## src/rtl/irq_ctrl_pkg.sv

```systemverilog
// Shared definitions for the external interrupt controller.
// Contents:
//   irq_state_e    controller states IRQ_IDLE / IRQ_REQ / IRQ_SERV
//   IRQ_ADDR_*     config register addresses (MASK, PEND, CAUSE, TCMP)
//   IRQ_ID_NONE    irq_id value when no source is being serviced
//   irq_first()    index of the lowest set bit, IRQ_ID_NONE when empty
package irq_ctrl_pkg;

  typedef enum logic [1:0] {
    IRQ_IDLE = 2'd0,
    IRQ_REQ  = 2'd1,
    IRQ_SERV = 2'd2
  } irq_state_e;

  localparam logic [1:0] IRQ_ADDR_MASK  = 2'd0;
  localparam logic [1:0] IRQ_ADDR_PEND  = 2'd1;
  localparam logic [1:0] IRQ_ADDR_CAUSE = 2'd2;
  localparam logic [1:0] IRQ_ADDR_TCMP  = 2'd3;

  localparam logic [3:0] IRQ_ID_NONE = 4'hF;

  // Fixed priority: the lowest set index wins.
  function automatic logic [3:0] irq_first(input logic [15:0] vec);
    logic [3:0] idx;
    idx = IRQ_ID_NONE;
    for (int i = 15; i >= 0; i--) begin
      if (vec[i]) idx = 4'(i);
    end
    return idx;
  endfunction

endpackage

```

## src/rtl/irq_ctrl_if.sv

```systemverilog
// Bus bundle between the interrupt controller, its request lines, the
// config port and the core's interrupt handshake.
// Signals:
//   irq_in[N_SRC]  raw asynchronous request lines
//   cfg_wen/cfg_addr/cfg_din/cfg_dout  config register access
//   interrupter    request to the core
//   ir_ack/ir_ret  core took the interrupt / handler returned (ERET)
//   irq_id         serviced source index, 4'hF when none
//   busy           handler in progress
// Modports: slave = controller side, master = core/config side.
interface irq_ctrl_if #(
  parameter int N_SRC = 4
) ();
  logic [N_SRC-1:0] irq_in;
  logic             cfg_wen;
  logic [1:0]       cfg_addr;
  logic [31:0]      cfg_din;
  logic [31:0]      cfg_dout;
  logic             interrupter;
  logic             ir_ack;
  logic             ir_ret;
  logic [3:0]       irq_id;
  logic             busy;

  modport slave (
    input  irq_in, cfg_wen, cfg_addr, cfg_din, ir_ack, ir_ret,
    output cfg_dout, interrupter, irq_id, busy
  );

  modport master (
    output irq_in, cfg_wen, cfg_addr, cfg_din, ir_ack, ir_ret,
    input  cfg_dout, interrupter, irq_id, busy
  );
endinterface

```

## src/rtl/irq_ctrl_sync.sv

```systemverilog
// irq_sync: synchroniser for one asynchronous request line.
// SYNC_STAGES flops bring the line into the clk domain. With EDGE=1 an
// extra delay flop after the last stage yields a one-cycle rising-edge
// pulse on hit; with EDGE=0 hit is the synchronised level.
// Ports:
//   clk   clock
//   rst   asynchronous reset, active-low
//   din   raw asynchronous input
//   hit   rising-edge pulse (EDGE=1) or synchronised level (EDGE=0)
module irq_sync #(
  parameter int SYNC_STAGES = 2,
  parameter bit EDGE        = 1'b1
) (
  input  logic clk,
  input  logic rst,
  input  logic din,
  output logic hit
);

  logic [SYNC_STAGES-1:0] sync_reg;

  always_ff @(posedge clk or negedge rst) begin
    if (!rst) sync_reg <= '0;
    else      sync_reg <= {sync_reg[SYNC_STAGES-2:0], din};
  end

  generate
    if (EDGE) begin : g_edge
      logic dly_reg;
      always_ff @(posedge clk or negedge rst) begin
        if (!rst) dly_reg <= 1'b0;
        else      dly_reg <= sync_reg[SYNC_STAGES-1];
      end
      assign hit = sync_reg[SYNC_STAGES-1] & ~dly_reg;
    end else begin : g_level
      assign hit = sync_reg[SYNC_STAGES-1];
    end
  endgenerate

endmodule

```

## src/rtl/irq_ctrl.sv

```systemverilog
// irq_ctrl: external interrupt controller in front of the MIPS core.
// Synchronises N_SRC request lines, keeps edge/level pending state with
// per-source masking, raises interrupter for the lowest-index eligible
// source and holds off further requests until the handler returns.
// Optional build macro IRQ_TIMER_EN adds a compare-match timer as the
// lowest-priority source at index N_SRC.
// Ports:
//   clk   clock
//   rst   asynchronous reset, active-low
//   bus   irq_ctrl_if.slave: irq_in, cfg_wen/addr/din/dout,
//         interrupter, ir_ack, ir_ret, irq_id, busy
module irq_ctrl
  import irq_ctrl_pkg::*;
#(
  parameter int               N_SRC       = 4,
  parameter logic [N_SRC-1:0] EDGE_MASK   = {N_SRC{1'b1}},
  parameter int               SYNC_STAGES = 2,
  parameter int               TIMER_W     = 32
) (
  input logic       clk,
  input logic       rst,
  irq_ctrl_if.slave bus
);

`ifdef IRQ_TIMER_EN
  localparam int               N_ALL    = N_SRC + 1;
  localparam logic [N_ALL-1:0] EDGE_ALL = {1'b1, EDGE_MASK};
`else
  localparam int               N_ALL    = N_SRC;
  localparam logic [N_ALL-1:0] EDGE_ALL = EDGE_MASK;
`endif

  logic [N_ALL-1:0] src_hit;
  logic [N_ALL-1:0] pend;
  logic [N_ALL-1:0] elig;
  logic [N_ALL-1:0] mask_reg;
  logic [N_ALL-1:0] clr_vec;
  logic [N_ALL-1:0] win_onehot;
  logic [3:0]       winner;
  logic             take;
  logic             wr_mask;
  logic             wr_pend;

  irq_state_e state_reg, state_next;
  logic       interrupter_reg, interrupter_next;
  logic       busy_reg, busy_next;
  logic [3:0] irq_id_reg, irq_id_next;

  // Only the low N_ALL bits (or TIMER_W with the timer) carry data.
  logic din_unused;
  assign din_unused = ^bus.cfg_din[31:N_ALL];

  assign wr_mask = bus.cfg_wen && (bus.cfg_addr == IRQ_ADDR_MASK);
  assign wr_pend = bus.cfg_wen && (bus.cfg_addr == IRQ_ADDR_PEND);

  // External sources: synchronise, then edge pulse or level per EDGE_MASK.
  generate
    for (genvar gi = 0; gi < N_SRC; gi++) begin : g_src
      irq_sync #(
        .SYNC_STAGES (SYNC_STAGES),
        .EDGE        (EDGE_MASK[gi])
      ) u_sync (
        .clk (clk),
        .rst (rst),
        .din (bus.irq_in[gi]),
        .hit (src_hit[gi])
      );
    end
  endgenerate

`ifdef IRQ_TIMER_EN
  logic [TIMER_W-1:0] tcnt_reg;
  logic [TIMER_W-1:0] tcmp_reg;
  logic               timer_match;
  logic               wr_tcmp;

  assign wr_tcmp     = bus.cfg_wen && (bus.cfg_addr == IRQ_ADDR_TCMP);
  // A zero compare value disables the timer source entirely.
  assign timer_match = (tcmp_reg != '0) && (tcnt_reg == tcmp_reg);
  assign src_hit[N_SRC] = timer_match;

  always_ff @(posedge clk or negedge rst) begin
    if (!rst) begin
      tcnt_reg <= '0;
      tcmp_reg <= '0;
    end else begin
      tcnt_reg <= timer_match ? '0 : tcnt_reg + TIMER_W'(1);
      if (wr_tcmp) tcmp_reg <= bus.cfg_din[TIMER_W-1:0];
    end
  end
`endif

  // Pending bits: edge sources latch and are cleared by ack/W1C (a new
  // edge in the same cycle wins); level sources simply follow the line.
  generate
    for (genvar gi = 0; gi < N_ALL; gi++) begin : g_pend
      if (EDGE_ALL[gi]) begin : g_edge
        logic p_reg;
        always_ff @(posedge clk or negedge rst) begin
          if (!rst) p_reg <= 1'b0;
          else      p_reg <= src_hit[gi] | (p_reg & ~clr_vec[gi]);
        end
        assign pend[gi] = p_reg;
      end else begin : g_level
        logic clr_unused;
        assign clr_unused = clr_vec[gi];
        assign pend[gi]   = src_hit[gi];
      end
    end
  endgenerate

  always_ff @(posedge clk or negedge rst) begin
    if (!rst)         mask_reg <= '0;
    else if (wr_mask) mask_reg <= bus.cfg_din[N_ALL-1:0];
  end

  assign elig       = pend & mask_reg;
  assign winner     = irq_first(16'(elig));
  assign win_onehot = N_ALL'(1) << winner;
  // An ack counts only while something is still eligible this cycle, so a
  // mask/W1C write landing with the ack loses to it.
  assign take       = (state_reg == IRQ_REQ) && bus.ir_ack && (|elig);
  assign clr_vec    = (wr_pend ? bus.cfg_din[N_ALL-1:0] : '0) |
                      (take ? win_onehot : '0);

  // State register plus registered Moore outputs.
  always_ff @(posedge clk or negedge rst) begin
    if (!rst) begin
      state_reg       <= IRQ_IDLE;
      interrupter_reg <= 1'b0;
      busy_reg        <= 1'b0;
      irq_id_reg      <= IRQ_ID_NONE;
    end else begin
      state_reg       <= state_next;
      interrupter_reg <= interrupter_next;
      busy_reg        <= busy_next;
      irq_id_reg      <= irq_id_next;
    end
  end

  always_comb begin
    state_next = state_reg;
    case (state_reg)
      IRQ_IDLE: if (|elig) state_next = IRQ_REQ;
      IRQ_REQ: begin
        if (take)        state_next = IRQ_SERV;
        else if (~|elig) state_next = IRQ_IDLE;
      end
      IRQ_SERV: if (bus.ir_ret) state_next = IRQ_IDLE;
      default:  state_next = IRQ_IDLE;
    endcase
  end

  // Outputs are computed from the next state so they appear together with it.
  always_comb begin
    interrupter_next = (state_next == IRQ_REQ);
    busy_next        = (state_next == IRQ_SERV);
    irq_id_next      = irq_id_reg;
    if (take)                                        irq_id_next = winner;
    else if ((state_reg == IRQ_SERV) && bus.ir_ret) irq_id_next = IRQ_ID_NONE;
  end

  assign bus.interrupter = interrupter_reg;
  assign bus.busy        = busy_reg;
  assign bus.irq_id      = irq_id_reg;

  always_comb begin
    bus.cfg_dout = '0;
    case (bus.cfg_addr)
      IRQ_ADDR_MASK:  bus.cfg_dout = 32'(mask_reg);
      IRQ_ADDR_PEND:  bus.cfg_dout = 32'(pend);
      IRQ_ADDR_CAUSE: bus.cfg_dout = {28'b0, irq_id_reg};
`ifdef IRQ_TIMER_EN
      IRQ_ADDR_TCMP:  bus.cfg_dout = 32'(tcmp_reg);
`endif
      default:        bus.cfg_dout = '0;
    endcase
  end

endmodule

```

## src/flat_wrapper.sv

```systemverilog
// flat-port wrapper written by rule: the top's interface ports become plain ports
module irq_ctrl_flat import irq_ctrl_pkg::*;
#(
  parameter int               N_SRC       = 4,
  parameter logic [N_SRC-1:0] EDGE_MASK   = {N_SRC{1'b1}},
  parameter int               SYNC_STAGES = 2,
  parameter int               TIMER_W     = 32
)
  (clk, rst, bus_irq_in, bus_cfg_wen, bus_cfg_addr, bus_cfg_din, bus_ir_ack, bus_ir_ret, bus_cfg_dout, bus_interrupter, bus_irq_id, bus_busy);
  irq_ctrl_if #(.N_SRC(N_SRC)) bus_i ();
  input logic clk;
  input logic rst;
  input wire logic [$bits(bus_i.irq_in)-1:0] bus_irq_in;
  input wire logic [$bits(bus_i.cfg_wen)-1:0] bus_cfg_wen;
  input wire logic [$bits(bus_i.cfg_addr)-1:0] bus_cfg_addr;
  input wire logic [$bits(bus_i.cfg_din)-1:0] bus_cfg_din;
  input wire logic [$bits(bus_i.ir_ack)-1:0] bus_ir_ack;
  input wire logic [$bits(bus_i.ir_ret)-1:0] bus_ir_ret;
  output wire logic [$bits(bus_i.cfg_dout)-1:0] bus_cfg_dout;
  output wire logic [$bits(bus_i.interrupter)-1:0] bus_interrupter;
  output wire logic [$bits(bus_i.irq_id)-1:0] bus_irq_id;
  output wire logic [$bits(bus_i.busy)-1:0] bus_busy;
  assign bus_i.irq_in = bus_irq_in;
  assign bus_i.cfg_wen = bus_cfg_wen;
  assign bus_i.cfg_addr = bus_cfg_addr;
  assign bus_i.cfg_din = bus_cfg_din;
  assign bus_i.ir_ack = bus_ir_ack;
  assign bus_i.ir_ret = bus_ir_ret;
  assign bus_cfg_dout = bus_i.cfg_dout;
  assign bus_interrupter = bus_i.interrupter;
  assign bus_irq_id = bus_i.irq_id;
  assign bus_busy = bus_i.busy;
  irq_ctrl #(.N_SRC(N_SRC), .EDGE_MASK(EDGE_MASK), .SYNC_STAGES(SYNC_STAGES), .TIMER_W(TIMER_W)) u_core (.clk(clk), .rst(rst), .bus(bus_i));
endmodule
```

## config.mk

```make
export PLATFORM = sky130hd
export DESIGN_NAME = irq_ctrl_flat
export DESIGN_NICKNAME = d
export VERILOG_FILES = /design/src/rtl/irq_ctrl_pkg.sv /design/src/rtl/irq_ctrl_if.sv /design/src/rtl/irq_ctrl_sync.sv /design/src/rtl/irq_ctrl.sv /design/src/flat_wrapper.sv
export SDC_FILE = /design/constraint.sdc
export NUM_CORES = 1
export LEC_CHECK = 0
export ABC_AREA = 1
export BUFFER_PORTS_ARGS = -buffer_cell sky130_fd_sc_hd__buf_4
export CAP_MARGIN = 10
export CORE_ASPECT_RATIO = 1.4
export CORE_UTILIZATION = 25
export DETAILED_ROUTE_END_ITERATION = 16
export PLACE_DENSITY = 0.5
export SYNTH_ARGS = -nofsm -noshare
export SYNTH_HDL_FRONTEND = slang
export SYNTH_SLANG_ARGS = --single-unit
```

## constraint.sdc

```tcl
create_clock -name clk -period 1.6 [get_ports clk]
set_input_delay 0.32 -clock clk [delete_from_list [all_inputs] [get_ports clk]]
set_output_delay 0.32 -clock clk [all_outputs]
set_load 0.03 [all_outputs]
```

======== Yosys cells after proc, flatten, opt, wreduce, memory -nomap -nowiden ========
Cells that the tools add are included.
storage, ports and cells
  bits in registers ....................... 28
  input port bits ......................... 43
  output and inout bits ................... 38
operators by class
  reduce and logical (&&, ||, !) cells .... 9
  bitwise operators ....................... 22
  shift operators ......................... 1
  mux-type cells .......................... 14
  equal/unequal tests ..................... 6
operators by type and width
  kind                   number
  $mux W4                8
  $pmux W4 S3            1
  $and A1 B1 Y1          8
  $mux W2                4
  $not A1 Y1             8
  $eq A2 B1 Y1 const B   3
  $eq A2 B2 Y1 const B   3
  $pmux W2 S3            1
  $logic_and A1 B1 Y1    5
  $and A4 B4 Y4          1
  $logic_not A2 Y1       2
  $or A1 B1 Y1           4
  $or A4 B4 Y4           1
  $reduce_or A4 Y1       1
  $shl A1 B4 Y4 const A  1
  $reduce_bool A2 Y1     1

======== Longest topological paths before layout ========
Gate-level depths: netlist of run 1.
  word-level depth ........................ 11
  gate-level depth with buffers ........... 8

======== Cells and area by module ========
Synthesis of run 1 repeated with hierarchy kept, for this count alone.
unflattened totals
  cells, all modules ...................... 154
  area, all modules ....................... 1398.8 um^2
modules (own cells, without submodules)
  module    area each (um^2)  cells each  seq. area each (um^2)  times used
  irq_ctrl  1058.5            134         379.1                  1
  irq_sync  85.1              5           75.1                   4

======== Worst setup path after synthesis of run 1 ========
No wires, ideal clock.
  path kind ............................... reg-to-output
  from .................................... register u_core.irq_id_reg[2] (netlist: u_core.bus.irq_id[2])
  to ...................................... output port bus_cfg_dout[2]
  cell stages (with the launch flop) ...... 3
  path buffers ............................ 0
  required time ........................... 1.280 ns
  setup slack ............................. 0.271 ns
  data arrival time ....................... 1.009 ns
  cell sequence ........................... dfstp_2 -> nand3_1 -> nand3_1
between the ends
  cells in the longest elaborated chain, start to end .. 1
ends and longest elaborated chain
  what                    line                text
  start, declared         irq_ctrl.sv:47      logic [3:0] irq_id_reg, irq_id_next;
  start signal, assigned  irq_ctrl.sv:137     irq_id_reg <= irq_id_next;
  $pmux W4 S3             irq_ctrl.sv:169     case (bus.cfg_addr)
  end, declared           flat_wrapper.sv:19  output wire logic [$bits(bus_i.cfg_dout)-1:0] bus_cfg_dout;
Every way passes these cells.

==> results of run 1 <==
cell usage in the layout, fill, tap and decap left out:
| master | count |
|---|---|
| conb_1 | 28 |
| clkinv_2 | 1 |
| o21ai_0 | 1 |
| nand4_1 | 1 |
| nor2_4 | 2 |
| nand2_4 | 1 |
| buf_4 | 25 |
| o22ai_1 | 2 |
| clkbuf_8 | 3 |
| mux2_4 | 4 |
| dfstp_2 | 3 |
| nand2_2 | 3 |
| nor3b_1 | 2 |
| dlygate4sd3_1 | 1 |
| nand2_1 | 33 |
| dfrtp_1 | 24 |
| nand3_1 | 15 |
| nor2_1 | 3 |
| nand3b_1 | 1 |
| o21ai_4 | 1 |
| nor2_2 | 1 |
| inv_1 | 12 |
synth_stat cells:
| library cell | instances | area share (%) |
|---|---|---|
| mux2_4 | 4 | 4.5 |
| nand2_4 | 1 | 0.84 |
| conb_1 | 1 | 0.28 |
| o22ai_1 | 2 | 0.94 |
| inv_1 | 12 | 3.4 |
| nand4_1 | 1 | 0.47 |
| nor3b_1 | 2 | 1.1 |
| nand3_1 | 15 | 5.6 |
| nand2_1 | 33 | 9.3 |
| buf_4 | 29 | 16 |
| o21ai_4 | 1 | 1.2 |
| dfrtp_1 | 24 | 45 |
| nor2_2 | 1 | 0.47 |
| nor2_1 | 3 | 0.84 |
| nand3b_1 | 1 | 0.56 |
| nor2_4 | 2 | 1.7 |
| o21ai_0 | 1 | 0.37 |
| dfstp_2 | 3 | 5.9 |
| nand2_2 | 3 | 1.4 |
worst reg2reg max path: stages (launching register included):
cell and delay (ns):
dfrtp_1 0.42, nand2_1 0.15, nand2_2 0.11, o21ai_4 0.21, nand2_2 0.07, nand2_1 0.07, nand2_1 0.05
timing repair:
item / in CTS / in global routing
endpoints found under the setup margin: 0 / 1
buffers inserted: 0 / 1
hold buffers: 1 / 0
hold endpoints to repair: 24 / 0
through the flow:
step	instances	hold slack (ns)	utilization [%]	setup WS [ns]
floorplan	166	0.02441	-	0.2711
global placement	227	0.2587	28.77	0.3046
detailed placement	227	0.2568	28.77	0.2989
CTS	232	0.1350	29.86	0.06028
global route	233	0.1260	30.00	0.01934
finish	233	0.1451	30.00	0.09596
where the power goes:
group	internal, mW	total, mW	switching (mW)
clock	0.175	0.392	0.217
sequential	0.865	0.985	0.120
combinational	0.324	0.904	0.581
path summary, 6_finish.rpt:
kind                            slack [ns]  cells after the start                                      endpoint
worst max-delay path                   0.1                      3                               bus_cfg_dout[3]
worst min-delay path                  0.15                      1  u_core.g_src[0].u_sync.sync_reg[0]$_DFF_PN0_
worst max register to register        0.47                      6              u_core.bus.irq_id[0]$_DFFE_PN1P_
worst min register to register        0.36                      0  u_core.g_src[3].u_sync.sync_reg[1]$_DFF_PN0_
max in group asynchronous             0.82                      2              u_core.bus.irq_id[2]$_DFFE_PN1P_
min in group asynchronous             0.48                      2  u_core.g_src[0].u_sync.sync_reg[0]$_DFF_PN0_
kinds of logic after synthesis:
group | share of synthesized area (%)
compound gates | 2.526
buf+inv | 19.64
flops | 50.80
mux | 4.490
other cells | 0.2804
simple gates | 22.26
cell type report:
class,count,area [sq um]
clock buffers,3,41.29
clock inverters,1,5.005
fillers,563,3611
inverters,12,45.04
multi-input cells,98,496.7
flip-flops and latches,27,679.4
well taps,66,82.58
repair buffers,26,197.7
routing by layer:
layer | routed length (um) | GRT usage, % | vias to the layer above
li1 | - | - | 435
met1 | 888 | 8.647 | 390
met2 | 1086 | 14.41 | 34
met3 | 126 | 1.804 | 5
met4 | 44 | 4.959 | 0
met5 | 0 | 0 | -
==> reports/results.txt, run 1 <==
Setup crit start kind - flip-flop
post-route antenna net violation count - 0
FF+latch count, synth - 27
DRC - 0
Die ar. - 5651 sq um
CP startpoint - u_core.bus.irq_id[2]$_DFFE_PN1P_
Seq/Total Area, Yosys - 50.80%
core area - 5159 sq um
Distinct cells, synth - 19
number of DRC markers in iteration 0 - 13
Global Route Usage Sum - 8.071%
routed wire length - 2146 um
total power - 2.281 mW
setup TNS - 0 ns
drt pass-1 iters - 2
critical path's slowest cell - dfstp_2
worst r2r src - u_core.mask_reg[0]$_DFFE_PN0P_
Final setup viols - 0
leakage - 0.8246 nW
I/O Buffers - 24
Final Hold Vio Count - 0
initial core utilization - 25.93%
outcome - completed
number of global-route vias before repair - 758
Root Buffer - clkbuf_8
Mapped Cells - 139
CP cell instances - nand3_1 -> nand3_1 -> buf_4
Worst-Skew Late Latency - 0.27 ns
vias - 864
worst hold-check path type - input port to flip-flop
H-tree levels - 1
most frequent CP cell - nand3_1
Die Y - 88.55 um
RePlAce Congestion - 0.7167
grt total ovfl - 0
largest fanout on the critical path - 3
share of cells above drive strength 1 - 26.35%
Worst Setup End Kind - output port
clock sink count - 27
Worst EP required - 1.28 ns
CTS tree - yes
Vias/cell - 3.708
DIE WIDTH - 63.82 um
clk_skew - 0.001248 ns
CTS Buf Count - 3
Synth Cell Area - 1338 sq um
largest net degree at the start of global routing - 28
fmax - 664.9 MHz
slowest stage delay, CP - 0.56 ns
DP Wirelength - 1682 um
first-pass GRT wire length - 3415 um
Area growth syn-to-layout - 15.72%
CP arrival - 1.18 ns
Finished Cell Area - 1548 sq um
Worst IR Drop VDD - 0.0003584 V
pwr dens - 1474 nW/um^2
WS Path Type - flip-flop to output port
RSZ-0062 raised after global routing - false
routed len/inst - 9.210 um
WP buf/inv - 1
Tcrit/Tclk final - 94.00%
Final #Nets - 211
Max Cap Viol - 0
Antenna diodes - 0
I/O Pins - 81
mean post-synth cell area - 9.623 sq um
Clock Pin Slew Worst Setup and Hold Paths - 0.09 ns
row count - 31
fin crit period - 1.504 ns
Resized cells post-CTS - 0
CP top delay family - flip-flops
antenna violations before repair - 0
Synth Warn # - 0
worst-case clock buffer depth - 2
max FFs per register - 8
Hold Startpoint - bus_irq_in[0]
Slew Limit Fails - 0
placed standard-cell area - 1484 sq um
No activity file was read; power rests on OpenSTA's default activity.
==> run 2, diff against run 1 <==
--- a/config.mk
+++ b/config.mk
@@ -14,4 +14,5 @@
 export PLACE_DENSITY = 0.5
 export SYNTH_ARGS = -nofsm -noshare
 export SYNTH_HDL_FRONTEND = slang
+export SYNTH_HIERARCHICAL = 1
 export SYNTH_SLANG_ARGS = --single-unit
==> run 2 against run 1 <==
  * Register-to-register slack about the same
  * Final area up 3.7%
  * Count of clock-buffer cells in the layout did not move
  * Sequential power shrank 1%
  * Non-clock buffer count decreased by 1
  * Critical endpoint is now bus_cfg_dout[2]
  * Routed wire length increased by 4.6%
  * Clock skew grew 0.0050 ns
  * Via count is 6.7% higher
  * First-iteration DRC count grew to 3.3 times the previous value
  * Synthesized cell count grew 11%
  * Highest routed layer unchanged
  * Hold slack gained 0.0042 ns
  * Fmax down 1.3%
==> reports/results.txt, run 2 <==
largest fanout on the critical path - 4
fin crit period - 1.524 ns
routed wire length - 2245 um
first-pass GRT wire length - 3857 um
switching part of the total - 39.96%
Distinct cells, synth - 17
number of DRC markers in iteration 0 - 43
Die Y - 90.51 um
Final WS setup - 0.07575 ns
Antenna diodes - 0
Final setup viols - 0
post-route antenna net violation count - 0
slowest stage delay, CP - 0.57 ns
commonest non-fill, non-tap cell in the layout - nand2_1
CP top delay family - flip-flops
Setup crit start kind - flip-flop
FF+latch count, synth - 27
internal power - 1.343 mW
DP Wirelength - 1753 um
Fillers - 587
most frequent CP cell - nand3_1
number of global-route vias before repair - 868
Placement Setup Slack - 0.2947 ns
Post-CTS Setup Bufs - 0
Slew Limit Fails - 0
switching power - 0.8938 mW
outcome - completed
pwr dens - 1393 nW/um^2
CTS tree - yes
Clock Pin Slew Worst Setup and Hold Paths - 0.09 ns
fmax - 656.1 MHz
WP buf/inv - 1
largest area contributor in the netlist - dfrtp_1
RSZ-0062 raised after global routing - false
clk_skew - 0.006276 ns
I/O Pins - 81
routed len/inst - 9.089 um
worst r2r src - u_core/mask_reg[0]$_DFFE_PN0P_
combinational share of power - 39.6%
row count - 31
clock sink count - 27
Max Cap Viol - 0
RePlAce Congestion - 0.7138
Root Buffer - clkbuf_8
Reg power frac - 43.5%
DIE WIDTH - 65.22 um
core area - 5275 sq um
Seq/Total Area, Yosys - 48.57%
Worst-Skew Late Latency - 0.27 ns
CTS Buf Count - 3
max FFs per register - 8
vias - 922
Worst Setup End Kind - output port
setup TNS - 0 ns
share of cells above drive strength 1 - 26.52%
most frequent cell after synthesis - nand2_1
Final #Nets - 225
leakage - 0.8765 nW
Mapped Cells - 154
CP startpoint - u_core/bus.irq_id[2]$_DFFE_PN1P_
H-tree levels - 1
most area-consuming cells after synthesis - dfrtp_1, buf_4, nand2_1
CP arrival - 1.20 ns
Die ar. - 5903 sq um
I/O Buffers - 24
Async S/R FF share, synth - 100.0%
Global Route Usage Sum - 8.327%
CP cell instances - nand3_1 -> nand3_1 -> buf_4
most frequent cells in the layout - nand2_1, conb_1, dfrtp_1
worst hold-check path type - input port to flip-flop
drt pass-1 iters - 4
Tcrit/Tclk final - 95.27%
critical path's slowest cell - dfstp_2
number of synthesized flops with an enable pin - 0
Area growth syn-to-layout - 14.76%
top cell type's share of synthesized area - 42.93%
Final Hold Vio Count - 0
WS Path Type - flip-flop to output port
Synth Warn # - 6
antenna violations before repair - 0
Worst IR Drop VDD - 0.0003815 V
mean post-synth cell area - 9.083 sq um
worst-case clock buffer depth - 2
Non-Filler Instances - 247
Synth Cell Area - 1399 sq um
Hold Startpoint - bus_irq_in[1]
dpl cells - 242
Synth Flop Type - dfrtp_1
grt total ovfl - 0
most frequent cells after synthesis - nand2_1, buf_4, dfrtp_1
Worst EP required - 1.28 ns
DRC - 0
largest net degree at the start of global routing - 28
part of the power in the clock network - 16.9%
initial core utilization - 26.52%
Vias/cell - 3.733
-- run 2: area by class of cell --
type	instances	area, sq um	area share [%]
Clock inverter	1	5.005	0.3118
Multi-Input combinational cell	105	528.0	32.89
Clock buffer	3	41.29	2.572
Sequential cell	27	679.4	42.32
Tap cell	66	82.58	5.144
Inverter	20	75.07	4.677
Timing Repair Buffer	25	193.9	12.08
-- run 2: path summary, 6_finish.rpt --
path	to	cells after the start	slack, ns
worst min-delay path	u_core/g_src[1].u_sync/sync_reg[0]$_DFF_PN0_	1	0.15
worst max register to register	u_core/bus.irq_id[0]$_DFFE_PN1P_	6	0.47
max in group asynchronous	u_core/bus.irq_id[0]$_DFFE_PN1P_	2	0.80
worst min register to register	u_core/g_src[2].u_sync/sync_reg[1]$_DFF_PN0_	0	0.35
min in group asynchronous	u_core/g_src[1].u_sync/sync_reg[0]$_DFF_PN0_	2	0.49
worst max-delay path	bus_cfg_dout[2]	3	0.08
-- run 2: per-stage QoR --
stage          hold slack, ns  total power, mW  utilization (%)  area, sq um
4_1_cts                0.1374            2.280            30.36         1602
5_1_grt                0.1312            2.411            30.43         1605
2_1_floorplan         0.02441            1.666                -         1500
6_report               0.1493            2.237            30.43         1605
3_3_place_gp           0.2630            1.872            29.29         1545
3_5_place_dp           0.2644            1.883            29.29         1545
-- run 2: what timing repair did --
| action | CTS | global route |
|---|---|---|
| endpoints found under the hold margin | 24 | 0 |
| resized for setup | 0 | 1 |
| hold buffers | 1 | 0 |
| endpoints found under the setup margin | 0 | 1 |
-- run 2: cell families after synthesis --
group,after synthesis,share of synthesized area [%]
other cells,1,0.2681
simple gates,72,24.78
flops,27,48.57
mux,4,4.294
buf+inv,49,20.93
compound gates,1,1.163
-- run 2: power groups by stage --
stage          registers [mW]  clock network [mW]  logic, mW
5_1_grt                  1.00               0.432      0.979
2_1_floorplan            1.08                   0      0.584
3_3_place_gp            0.990                   0      0.882
3_5_place_dp            0.994                   0      0.889
4_1_cts                 0.980               0.407      0.893
6_report                0.973               0.377      0.887
-- run 2: worst register-to-register path: stages (launching register included) --
cell and delay, ns:
dfrtp_1 0.43, nand2_1 0.14, nand2_2 0.10, o21ai_4 0.21, nand2_2 0.07, nand2_1 0.06
nand2_1 0.05
-- run 2: layer usage --
layer  part of all wire, %  vias up  track usage [%]
li1                      -      465                -
met1                    40      416            9.550
met2                    54       39            14.78
met3                   5.5        2            1.515
met4                  0.89        0            3.261
met5                     0        -                0
==> run 3, diff against run 2 <==
--- a/config.mk
+++ b/config.mk
@@ -12,6 +12,7 @@
 export CORE_UTILIZATION = 25
 export DETAILED_ROUTE_END_ITERATION = 16
 export PLACE_DENSITY = 0.5
+export REMOVE_ABC_BUFFERS = 1
 export SYNTH_ARGS = -nofsm -noshare
 export SYNTH_HDL_FRONTEND = slang
 export SYNTH_HIERARCHICAL = 1
==> run 3 against run 2 <==
  * Critical path depth unchanged
  * Clock skew is 0.0012 ns higher
  * Fmax about the same
  * Global-route usage rose by 0.20 points
  * Worst setup slack improved by 0.0013 ns
  * Final area about the same
  * Largest cell class unchanged
  * Highest routed layer unchanged
==> reports/results.txt, run 3 (same netlist as run 2, synthesis figures left out) <==
Worst EP required - 1.28 ns
Worst IR Drop VDD - 0.0004040 V
clock sink count - 27
clk_skew - 0.007520 ns
WS Path Type - flip-flop to output port
H-tree levels - 1
Clock Pin Slew Worst Setup and Hold Paths - 0.10 ns
worst-case clock buffer depth - 2
worst hold-check path type - input port to flip-flop
Global Route Usage Sum - 8.529%
Tcrit/Tclk final - 95.18%
largest net degree at the start of global routing - 28
Die ar. - 5903 sq um
Final WS setup - 0.07707 ns
Final #Nets - 225
setup TNS - 0 ns
DIE WIDTH - 65.22 um
CTS tree - yes
DP Wirelength - 1755 um
first-pass GRT wire length - 3905 um
number of global-route vias before repair - 894
Max Cap Viol - 0
total power - 2.244 mW
DRC - 0
largest fanout on the critical path - 4
number of DRC markers in iteration 0 - 40
Area growth syn-to-layout - 14.67%
CP arrival - 1.20 ns
I/O Buffers - 24
routed wire length - 2231 um
commonest non-fill, non-tap cell in the layout - nand2_1
Resized cells post-CTS - 0
Final Hold Vio Count - 0
row count - 31
drt pass-1 iters - 3
outcome - completed
Post-CTS Setup Bufs - 0
Die Y - 90.51 um
routed len/inst - 9.032 um
initial core utilization - 26.52%
most frequent cells in the layout - nand2_1, conb_1, buf_4, dfrtp_1, inv_1
fin crit period - 1.523 ns
Final setup viols - 0
core area - 5275 sq um
CTS Buf Count - 3
antenna violations before repair - 0
Worst-Skew Late Latency - 0.27 ns
Placement Setup Slack - 0.3124 ns
share of cells above drive strength 1 - 26.52%
post-route antenna net violation count - 0
leakage - 0.8716 nW
I/O Pins - 81
Worst Setup End Kind - output port
Vias/cell - 3.745
vias - 925
Antenna diodes - 0
Slew Limit Fails - 0
pwr dens - 1399 nW/um^2
dpl cells - 242
max FFs per register - 8
RePlAce Congestion - 0.7479
Setup crit start kind - flip-flop
Non-Filler Instances - 247
CTS Hold Bufs - 1
grt total ovfl - 0
Root Buffer - clkbuf_8
RSZ-0062 raised after global routing - false
fmax - 656.6 MHz
Finished Cell Area - 1604 sq um
placed standard-cell area - 1545 sq um
-- run 3: cell types whose count changed in the layout (fill, tap and decap cells not counted) --
cell and change:
buf_4 +1, buf_6 -1, clkinv_2 -1, clkinvlp_4 +1
-- run 3: final cells by class --
cell class / count / area (sq um)
inverters: 20 / 75.07
repair buffers: 25 / 190.2
flip-flops and latches: 27 / 679.4
well taps: 66 / 82.58
multi-input cells: 105 / 528.0
clock inverters: 1 / 7.507
fillers: 599 / 3671
clock buffers: 3 / 41.29
-- run 3: stage by stage --
stage                     hold slack (ns)  utilization, %
after detailed placement           0.2664           29.29
after CTS                          0.1307           30.41
final                              0.1456           30.41
after global placement             0.2607           29.29
after global routing               0.1227           30.41
after floorplan                   0.02441               -
-- run 3: report_power, final --
group | total [mW] | internal [mW] | switching [mW]
clock | 0.388 | 0.177 | 0.212
sequential | 0.976 | 0.857 | 0.118
combinational | 0.880 | 0.309 | 0.571
-- run 3: worst paths after layout --
| kind | from | end | cells past startpoint | slack, ns |
|---|---|---|---|---|
| min in group asynchronous | rst | u_core/g_src[0].u_sync/sync_reg[0]$_DFF_PN0_ | 2 | 0.48 |
| hold / removal | bus_irq_in[1] | u_core/g_src[1].u_sync/sync_reg[0]$_DFF_PN0_ | 1 | 0.15 |
| max in group asynchronous | rst | u_core/bus.irq_id[0]$_DFFE_PN1P_ | 2 | 0.81 |
| hold reg to reg | u_core/g_src[3].u_sync/sync_reg[0]$_DFF_PN0_ | u_core/g_src[3].u_sync/sync_reg[1]$_DFF_PN0_ | 0 | 0.35 |
| setup reg to reg | u_core/mask_reg[0]$_DFFE_PN0P_ | u_core/bus.irq_id[0]$_DFFE_PN1P_ | 6 | 0.46 |
| setup / recovery | u_core/bus.irq_id[2]$_DFFE_PN1P_ | bus_cfg_dout[3] | 3 | 0.08 |
-- run 3: routing by layer --
metal,vias to the layer above,global-route usage (%),share of wire (%)
li1,470,-,-
met1,424,9.693,40
met2,29,15.29,55
met3,2,1.515,4.6
met4,0,3.261,0.90
met5,-,0,0
-- run 3: worst max-delay path, stage by stage (launching register included) --
cell,delay [ns]
dfstp_2,0.57
nand3_1,0.11
nand3_1,0.10
buf_4,0.16
